==> config.mk <==
export PLATFORM = sky130hd
export DESIGN_NAME = serial_to_parallel_rx
export DESIGN_NICKNAME = d
export VERILOG_FILES = /design/src/rtl/phy_rx_pkg.sv /design/src/rtl/com_align_fsm.sv /design/src/rtl/serial_to_parallel_rx.sv
export SDC_FILE = /design/constraint.sdc
export NUM_CORES = 1
export LEC_CHECK = 0
export CAP_MARGIN = 20
export CORE_MARGIN = 3
export CORE_UTILIZATION = 49
export CTS_CLUSTER_DIAMETER = 60
export DETAILED_ROUTE_END_ITERATION = 16
export GPL_ROUTABILITY_DRIVEN = 0
export PLACE_DENSITY = 0.73
export SLEW_MARGIN = 20
export SYNTH_ARGS = -nofsm -noshare
export SYNTH_HDL_FRONTEND = slang
export SYNTH_SLANG_ARGS = --single-unit
==> constraint.sdc <==
create_clock -name clk -period 1.77 [get_ports clk]
set_clock_uncertainty 0.1 [all_clocks]
set_input_delay 0.531 -clock clk [delete_from_list [all_inputs] [get_ports clk]]
set_output_delay 0.531 -clock clk [all_outputs]
set_load 0.02 [all_outputs]
==> src/rtl/phy_rx_pkg.sv <==
// -----------------------------------------------------------------------------
// phy_rx_pkg
//
// Shared definitions for the serial-to-parallel comma-aligned receiver.
//
// Contents:
//   rx_state_e   - alignment FSM states (SEARCH, ALIGN, LOCKED)
//   COM_DEFAULT  - default comma/idle symbol (8'hBC)
//   BCNT_W       - width of the bit-in-byte counter
//   CCNT_W       - width of the consecutive-COM counter
//   is_boundary  - true when the current edge completes an aligned byte
// -----------------------------------------------------------------------------
package phy_rx_pkg;

    typedef enum logic [1:0] {
        SEARCH = 2'd0,
        ALIGN  = 2'd1,
        LOCKED = 2'd2
    } rx_state_e;

    localparam logic [7:0] COM_DEFAULT = 8'hBC;
    localparam int         BCNT_W      = 3;
    localparam int         CCNT_W      = 4;

    // Outside SEARCH the bit counter tracks the byte phase; the edge on which
    // it reads 7 is the one whose incoming bit completes a byte.
    function automatic logic is_boundary(input rx_state_e st,
                                         input logic [BCNT_W-1:0] bcnt);
        return (st != SEARCH) && (bcnt == BCNT_W'(7));
    endfunction

endpackage : phy_rx_pkg

==> src/rtl/com_align_fsm.sv <==
// -----------------------------------------------------------------------------
// com_align_fsm
//
// Byte-alignment state machine. Hunts for a comma at any bit offset, then
// requires LOCK_COUNT consecutive commas on the same byte phase before
// declaring lock.
//
// Optional feature (macro SERIAL_RX_LOSS_DET_EN): while locked, count
// consecutive non-comma bytes and fall back to SEARCH when LOSS_GAP of them
// arrive in a row. Without the macro, lock is only left through reset.
//
// Ports:
//   clk          in   bit-rate clock
//   rst_n        in   asynchronous active-low reset
//   com_match_i  in   candidate byte for this edge equals the comma symbol
//   boundary_o   out  this edge completes an aligned byte (combinational)
//   locked_o     out  registered, high while in LOCKED
// -----------------------------------------------------------------------------
module com_align_fsm
    import phy_rx_pkg::*;
#(
    parameter int LOCK_COUNT = 4
`ifdef SERIAL_RX_LOSS_DET_EN
    ,
    parameter int LOSS_GAP   = 16
`endif
) (
    input  logic clk,
    input  logic rst_n,
    input  logic com_match_i,
    output logic boundary_o,
    output logic locked_o
);

    localparam logic [CCNT_W-1:0] LOCK_CNT_C = CCNT_W'(LOCK_COUNT);

    rx_state_e         state_q;
    logic [BCNT_W-1:0] bcnt_q;
    logic [CCNT_W-1:0] ccnt_q;
    logic              locked_q;

`ifdef SERIAL_RX_LOSS_DET_EN
    localparam int            GAP_W     = $clog2(LOSS_GAP + 1);
    localparam logic [GAP_W-1:0] GAP_LIMIT = GAP_W'(LOSS_GAP);
    logic [GAP_W-1:0] gap_q;
`endif

    assign boundary_o = is_boundary(state_q, bcnt_q);
    assign locked_o   = locked_q;

    always_ff @(posedge clk or negedge rst_n) begin
        if (!rst_n) begin
            state_q  <= SEARCH;
            bcnt_q   <= '0;
            ccnt_q   <= '0;
            locked_q <= 1'b0;
`ifdef SERIAL_RX_LOSS_DET_EN
            gap_q    <= '0;
`endif
        end else begin
            case (state_q)
                SEARCH: begin
                    // Every bit offset is a candidate until a comma is seen;
                    // that comma defines the byte phase from here on.
                    if (com_match_i) begin
                        bcnt_q <= '0;
                        ccnt_q <= CCNT_W'(1);
                        if (LOCK_COUNT == 1) begin
                            state_q  <= LOCKED;
                            locked_q <= 1'b1;
`ifdef SERIAL_RX_LOSS_DET_EN
                            gap_q    <= '0;
`endif
                        end else begin
                            state_q <= ALIGN;
                        end
                    end
                end

                ALIGN: begin
                    bcnt_q <= bcnt_q + BCNT_W'(1);
                    // Only boundary edges are examined, so a comma pattern
                    // straddling two bytes cannot disturb the phase.
                    if (boundary_o) begin
                        if (com_match_i) begin
                            ccnt_q <= ccnt_q + CCNT_W'(1);
                            if (ccnt_q + CCNT_W'(1) == LOCK_CNT_C) begin
                                state_q  <= LOCKED;
                                locked_q <= 1'b1;
`ifdef SERIAL_RX_LOSS_DET_EN
                                gap_q    <= '0;
`endif
                            end
                        end else begin
                            state_q <= SEARCH;
                            ccnt_q  <= '0;
                        end
                    end
                end

                LOCKED: begin
                    bcnt_q <= bcnt_q + BCNT_W'(1);
`ifdef SERIAL_RX_LOSS_DET_EN
                    if (boundary_o) begin
                        if (com_match_i) begin
                            gap_q <= '0;
                        end else if (gap_q + GAP_W'(1) == GAP_LIMIT) begin
                            // Too long without a comma: assume the phase is
                            // stale and hunt again.
                            state_q  <= SEARCH;
                            locked_q <= 1'b0;
                            ccnt_q   <= '0;
                            gap_q    <= '0;
                        end else begin
                            gap_q <= gap_q + GAP_W'(1);
                        end
                    end
`endif
                end

                default: begin
                    state_q  <= SEARCH;
                    locked_q <= 1'b0;
                    ccnt_q   <= '0;
                end
            endcase
        end
    end

endmodule : com_align_fsm

==> src/rtl/serial_to_parallel_rx.sv <==
// -----------------------------------------------------------------------------
// serial_to_parallel_rx
//
// Deserialises an MSB-first bit stream into bytes, aligning on a comma symbol
// (COM). Commas are consumed for alignment and never presented as data.
//
// Optional feature (macro SERIAL_RX_LOSS_DET_EN): lock is dropped after
// LOSS_GAP consecutive non-comma bytes. Default build: lock held until reset.
//
// Parameters:
//   COM         comma/idle symbol (default 8'hBC)
//   LOCK_COUNT  consecutive aligned commas needed to lock (1..15)
//   LOSS_GAP    non-comma bytes in a row that drop lock (loss detection only)
//
// Ports:
//   clk        in   bit-rate clock, all state on its rising edge
//   reset      in   asynchronous active-low reset
//   data_in    in   serial data, MSB of each byte first
//   data_out   out  last received non-comma byte (held between strobes)
//   valid_out  out  one-cycle strobe marking a new byte on data_out
//   active     out  high while the aligner is locked
// -----------------------------------------------------------------------------
module serial_to_parallel_rx
    import phy_rx_pkg::*;
#(
    parameter logic [7:0] COM        = COM_DEFAULT,
    parameter int         LOCK_COUNT = 4,
    parameter int         LOSS_GAP   = 16
) (
    input  logic       clk,
    input  logic       reset,
    input  logic       data_in,
    output logic [7:0] data_out,
    output logic       valid_out,
    output logic       active
);

    // Seven history bits plus the incoming bit form the candidate byte, so a
    // completed byte is usable on the same edge as its last bit.
    logic [6:0] sr_q;
    logic [6:0] sr_d;
    logic [7:0] nxt;
    logic       com_match;

    logic       boundary;
    logic       locked;
    logic       load;

    logic [7:0] data_q;
    logic [7:0] data_d;
    logic       valid_q;
    logic       valid_d;

    assign nxt       = {sr_q, data_in};
    assign com_match = (nxt == COM);

    com_align_fsm #(
        .LOCK_COUNT (LOCK_COUNT)
`ifdef SERIAL_RX_LOSS_DET_EN
        ,
        .LOSS_GAP   (LOSS_GAP)
`endif
    ) u_align (
        .clk         (clk),
        .rst_n       (reset),
        .com_match_i (com_match),
        .boundary_o  (boundary),
        .locked_o    (locked)
    );

    // A byte is delivered only on an aligned boundary while locked, and only
    // when it is not a comma.
    assign load = locked && boundary && !com_match;

    always_comb begin
        sr_d    = nxt[6:0];
        data_d  = data_q;
        valid_d = load;
        if (load) begin
            data_d = nxt;
        end
    end

    always_ff @(posedge clk or negedge reset) begin
        if (!reset) begin
            sr_q    <= '0;
            data_q  <= '0;
            valid_q <= 1'b0;
        end else begin
            sr_q    <= sr_d;
            data_q  <= data_d;
            valid_q <= valid_d;
        end
    end

    assign data_out  = data_q;
    assign valid_out = valid_q;
    assign active    = locked;

endmodule : serial_to_parallel_rx

Yosys cells after proc, flatten, opt, wreduce, memory -nomap -nowiden
Cells that the tools add are included.
{ "word_totals": {"input_bits": 3, "register_bits": 26, "wordCells": 49, "out_inout_bits": 10} }
{ "classes": {"eq_ne": 10, "n_mux": 15, "n_reduce_logical": 13, "bitwise": 2, "n_addsub": 2} }
{ "op_table": {"columns": ["op", "n"], "rows": [
  ["2-to-1 mux 4 bit", 3],
  ["case mux 4 bit (3 select lines)", 1],
  ["== test 8 bit (second input constant)", 1],
  ["2-to-1 mux 2 bit", 4],
  ["AND reduction 4 bit", 2],
  ["!= test 2 bit (second input constant)", 3],
  ["case mux 2 bit (3 select lines)", 1],
  ["case mux 3 bit (2 select lines)", 1],
  ["adder 4 x 1 -> 4 bit (second input constant)", 1],
  ["== test 4 x 3 -> 1 bit (second input constant)", 1],
  ["nonzero test 2 bit", 2],
  ["OR reduction 2 bit", 2],
  ["adder 3 x 1 -> 3 bit (second input constant)", 1],
  ["== test 3 bit (second input constant)", 1],
  ["logical AND 1 bit", 3],
  ["2-to-1 mux 1 bit", 3],
  ["2-to-1 mux 3 bit", 1],
  ["!= test 3 x 2 -> 1 bit (second input constant)", 1],
  ["AND reduction 3 bit", 1],
  ["== test 2 x 1 -> 1 bit (second input constant)", 1],
  ["== test 2 bit (second input constant)", 1],
  ["logical NOT 2 bit", 1],
  ["!= test 2 x 1 -> 1 bit (second input constant)", 1],
  ["inverter 1 bit", 2],
  ["other kinds (3)", 3]
]} }

Depth between registers and ports, before layout
{ "depth": {"word_depth": 6, "mapped_depth": 7, "ltp_nobuf": 6} }

Modules after synthesis
From an unflattened synthesis, not the netlist that was laid out.
{ "unflattened": {"cells_unflattened": 100, "area_unflattened_um2": 1257.5} }
{ "modules_own_cells": {"columns": ["mod", "seq_area_each_um2", "instances", "area_each_um2", "cells_each"], "rows": [
  ["com_align_fsm", 250.2, 1, 691.9, 70],
  ["serial_to_parallel_rx", 400.4, 1, 565.5, 30]
]} }

Least setup slack after synthesis
Ideal clock, no wire load.
{ "synth_timing": {"path_type": "reg2reg", "from": "register u_align.bcnt_q[0]", "to": "register u_align.state_q[0]", "period_less_slack_ns": 1.723, "arrival_time_ns": 1.500, "path_slack_ns": 0.047, "path_buffers": 1, "stages_incl_launch_ff": 8, "required_ns": 1.547, "setup_ns": 0.123, "cell_sequence": "dfrtp_1 ha_1 ha_1 nand2b_1 a21oi_1 and2_1 buf_2 o221a_2"} }
{ "synth_via": {"elab_chain_len": 4} }
{ "synth_lines": {"columns": ["item", "line", "source"], "rows": [
  ["from (decl)", "com_align_fsm.sv:38", "logic [BCNT_W-1:0] bcnt_q;"],
  ["from (signal assigned)", "com_align_fsm.sv:81", "bcnt_q <= bcnt_q + BCNT_W'(1);"],
  ["from (signal assigned)", "com_align_fsm.sv:102", "bcnt_q <= bcnt_q + BCNT_W'(1);"],
  ["== test 3 bit", "phy_rx_pkg.sv:29", "return (st != SEARCH) && (bcnt == BCNT_W'(7));"],
  ["logical AND 1 bit", "phy_rx_pkg.sv:29", null],
  ["!= test 2 bit (no source line)", null, null],
  ["AND reduction 4 bit (no source line)", null, null],
  ["to (signal assigned)", "com_align_fsm.sv:53", "state_q <= SEARCH;"],
  ["to (signal assigned)", "com_align_fsm.sv:69", "state_q <= LOCKED;"],
  ["to (signal assigned)", "com_align_fsm.sv:75", "state_q <= ALIGN;"],
  ["to (decl)", "com_align_fsm.sv:37", "rx_state_e state_q;"]
]} }
Every way passes these cells.
A chain may end at the register's enable or synchronous reset.

Worst setup path in the final report
{ "layout_timing": {"from": "register u_align.ccnt_q[1]", "to": "register u_align.state_q[0]"} }
{ "layout_via": {"elab_chain_len": 4} }
{ "layout_lines": {"columns": ["item", "line", "source"], "rows": [
  ["from (decl)", "com_align_fsm.sv:39", "logic [CCNT_W-1:0] ccnt_q;"],
  ["from (signal assigned)", "com_align_fsm.sv:86", "ccnt_q <= ccnt_q + CCNT_W'(1);"],
  ["adder 4 x 1 -> 4 bit", "com_align_fsm.sv:87", "if (ccnt_q + CCNT_W'(1) == LOCK_CNT_C) begin"],
  ["== test 4 x 3 -> 1 bit", "com_align_fsm.sv:87", null],
  ["!= test 3 x 2 -> 1 bit (no source line)", null, null],
  ["AND reduction 4 bit (no source line)", null, null],
  ["to (signal assigned)", "com_align_fsm.sv:88", "state_q <= LOCKED;"],
  ["to (signal assigned)", "com_align_fsm.sv:95", "state_q <= SEARCH;"],
  ["to (signal assigned)", "com_align_fsm.sv:122", "state_q <= SEARCH;"]
]} }
Every way passes these cells.

==> impl_metrics.ini <==
[drt]
ant_nets = 0
vias = 868
detailedRoute.firstIterationViolations = 9
drt-total-wl_um = 2541
routed_wire_length_per_instance_um = 15.78
post-route-drc-count = 0
route.detailed.vias_per_inst = 5.391
drt_first_pass_iters = 4

[worst_hold_path]
hold_class = flop to flop
min_delay_path_depth = 0

[cells_and_area]
finalNetCount = 145
antenna_cells = 0
final.fill_count = 153
finalInstanceArea_um2 = 1722
area_growth_syn_to_layout_pct = 42.74
drive_above_1_share_pct = 46.62
final_cell_mix = dfrtp_1, buf_4, dlygate4sd2_1
most_common_cell_after_layout_fill_and_taps_aside = dfrtp_1
fin_cells = 161

[floorplanning]
fp.dieArea_um2 = 3093
start_util_pct = 53.00
core_area_um2 = 2276
y_dimension_of_the_die_um = 55.62
io_pins = 13
fp.dieW_um = 55.62
rows = 17

[placement]
placedInstanceArea_um2 = 1474
pre_cts_ws_ps = -448.6
dp_cells = 148
buffer_ports.inserted = 12
post-dp-hpwl_um = 1665

[grt]
grt_max_degree = 27
grt_pass1_vias = 938
globalRouteTotalUtil_pct = 17.04
grt_antenna_before_repair = 0
first_pass_grt_wire_length_um = 4209
global_route.overflow_total = 0

[yosys]
synth-adder-area-share_pct = 8.299
syn-instance-count = 94
synth.yosys.seq_area_share_pct = 53.94
yosys-mux-area-fraction_pct = 10.06
dominant_combinational_cell_family_by_area_after_synthesis = simple AND/OR/NAND/NOR gates
netlist_area_um2 = 1206
yosys.area.top_type_share_pct = 53.94
synth.yosys.warnings = 0
synth_area_per_cell_um2 = 12.83
synth_xor_area_share_pct = 0
synth_largest_area_cell = dfrtp_1
flop_and_latch_count_out_of_synthesis = 26
mapped_nets = 105
yosys.cell_types.count = 36
synthSimpleGateAreaFrac_pct = 14.52
top_cells_by_area_synth = dfrtp_1, ha_1, mux2_2
synth_compound_gate_area_share_pct = 9.440

[sta]
period_share_pct = 102.9
fin_setup_tns_ps = -142.1
final_hold_viol_count = 0
final_max_slew_viol_count = 0
max_clock_freq_mhz = 549.0
slew_headroom_pct = 78.45
tightest_slew_ps = 323.3
rsz0062_at_grt = yes
finalSetupViolCount = 4
worst_hold_slack_ps = 316.5
layout_setup_ws_ps = -51.45
min_period_ps = 1821

[power_and_ir_drop]
power.leakage_nw = 0.8274
power_density_nw_per_um2 = 1062
power.ir.vdd_worst_mv = 1.026

[critical_path]
cp.arrival_ps = 2000
cp.required_ps = 1950
crit_type = flop to flop
setup.worst_path.start_class = flop
end_kind = flop
rr_worst_depth = 6
crit_path_max_fanout = 5

[cts]
clock-root-buffer = clkbuf_4
cts.sink_count = 26
clock_tree.htree_level_count = 1
clkSlewWorstSetupHoldPaths_ps = 140
cts_inserted_buffers = 3
max_buffers_root_to_sink = 2
clock_insertion_delay_worst_skew_ps = 330
cts_tree = yes

[status]
status = complete, but fails checks
violations = negative setup slack

[job]
maxCapViolations = 0
-- path summary, 6_finish.rpt --
path,start,end,slack (ps)
max in group asynchronous,reset,u_align.bcnt_q[1],890
worst max-delay path,u_align.ccnt_q[1],u_align.state_q[0],-50
worst max register to register,u_align.ccnt_q[1],u_align.state_q[0],-50
worst min register to register,sr_q[0],sr_q[1],320
worst min-delay path,sr_q[0],sr_q[1],320
min in group asynchronous,reset,u_align.ccnt_q[2],440
-- registers in the layout, indices dropped and copies added, names as in the netlist --
name and cells:
u_align.state_q 2, u_align.locked_o 1, u_align.ccnt_q 4, data_out 8, u_align.bcnt_q 3, valid_out 1, sr_q 7
-- cells in the mapped netlist --
library cell / number
o21a_1: 1
buf_2: 3
nor3b_2: 1
o21ai_1: 3
or3_1: 1
nand4b_4: 1
nor3b_1: 1
nor2_2: 1
nand3b_1: 1
mux2i_1: 2
or4bb_1: 1
nand4_1: 2
a31oi_1: 2
ha_1: 8
mux2_2: 8
and2b_1: 1
o221a_2: 1
o21ai_0: 1
mux2_1: 1
nand2b_1: 1
o221ai_1: 1
nor2_1: 1
and3b_1: 1
a211oi_1: 1
nand4bb_4: 1
a21oi_1: 3
a21boi_0: 1
inv_1: 8
nand2_1: 3
o31ai_1: 1
nor2b_1: 1
a22o_1: 1
and2_1: 1
nand3_1: 2
dfrtp_1: 26
o211ai_1: 1
-- worst max-delay path: stages (launching register included) --
cell and delay [ps]:
dfrtp_1 450, ha_2 210, or4bb_1 500, o31ai_2 80, buf_4 190, buf_6 100
o221a_4 150
-- per-layer routing --
metal	share of wire, %	track usage [%]	vias up
met5	0	0	-
met4	1.5	6.250	0
met3	2.5	3.016	5
met2	53	29.90	11
met1	43	20.78	439
li1	-	-	413
-- layout make-up --
type | instances | area, µm² | area share, %
multi-input combinational | 57 | 639.4 | 37.14
clock buffer | 3 | 22.52 | 1.308
timing repair buffer | 38 | 314.1 | 18.24
inverter | 8 | 30.03 | 1.744
tap | 28 | 35.03 | 2.035
sequential | 26 | 650.6 | 37.79
clock inverter | 1 | 30.03 | 1.744
-- power breakdown --
group	switching [mW]	internal, mW	leakage, nW
clock	0.182	0.229	0.0279
combinational	0.309	0.394	0.458
sequential	0.0583	0.656	0.341
total	0.549	1.28	0.827
-- cell families (layout without fill, tap and decap cells) --
| family | count (synthesis) | after routing |
|---|---|---|
| flops | 26 | 26 |
| simple gates | 21 | 21 |
| compound gates | 17 | 17 |
| mux | 11 | 11 |
| buf+inv | 11 | 50 |
| fa+ha+maj | 8 | 8 |
-- per-stage QoR --
step	utilization, %	power (mW)
4_1_cts	68.72	1.713
5_1_grt	75.65	1.944
3_5_place_dp	64.76	1.241
6_report	75.65	1.828
2_1_floorplan	-	0.9977
3_3_place_gp	64.76	1.214
-- timing repair --
action | in CTS | in global routing
buffers inserted | 3 | 5
hold buffers | 0 | 0
endpoints found under the setup margin | 24 | 14
resized for setup | 17 | 29
endpoints found under the hold margin | 0 | 0
pin swaps | 1 | 8
cloned | 1 | 0
Note: power is estimated with default switching activity, not from simulation.
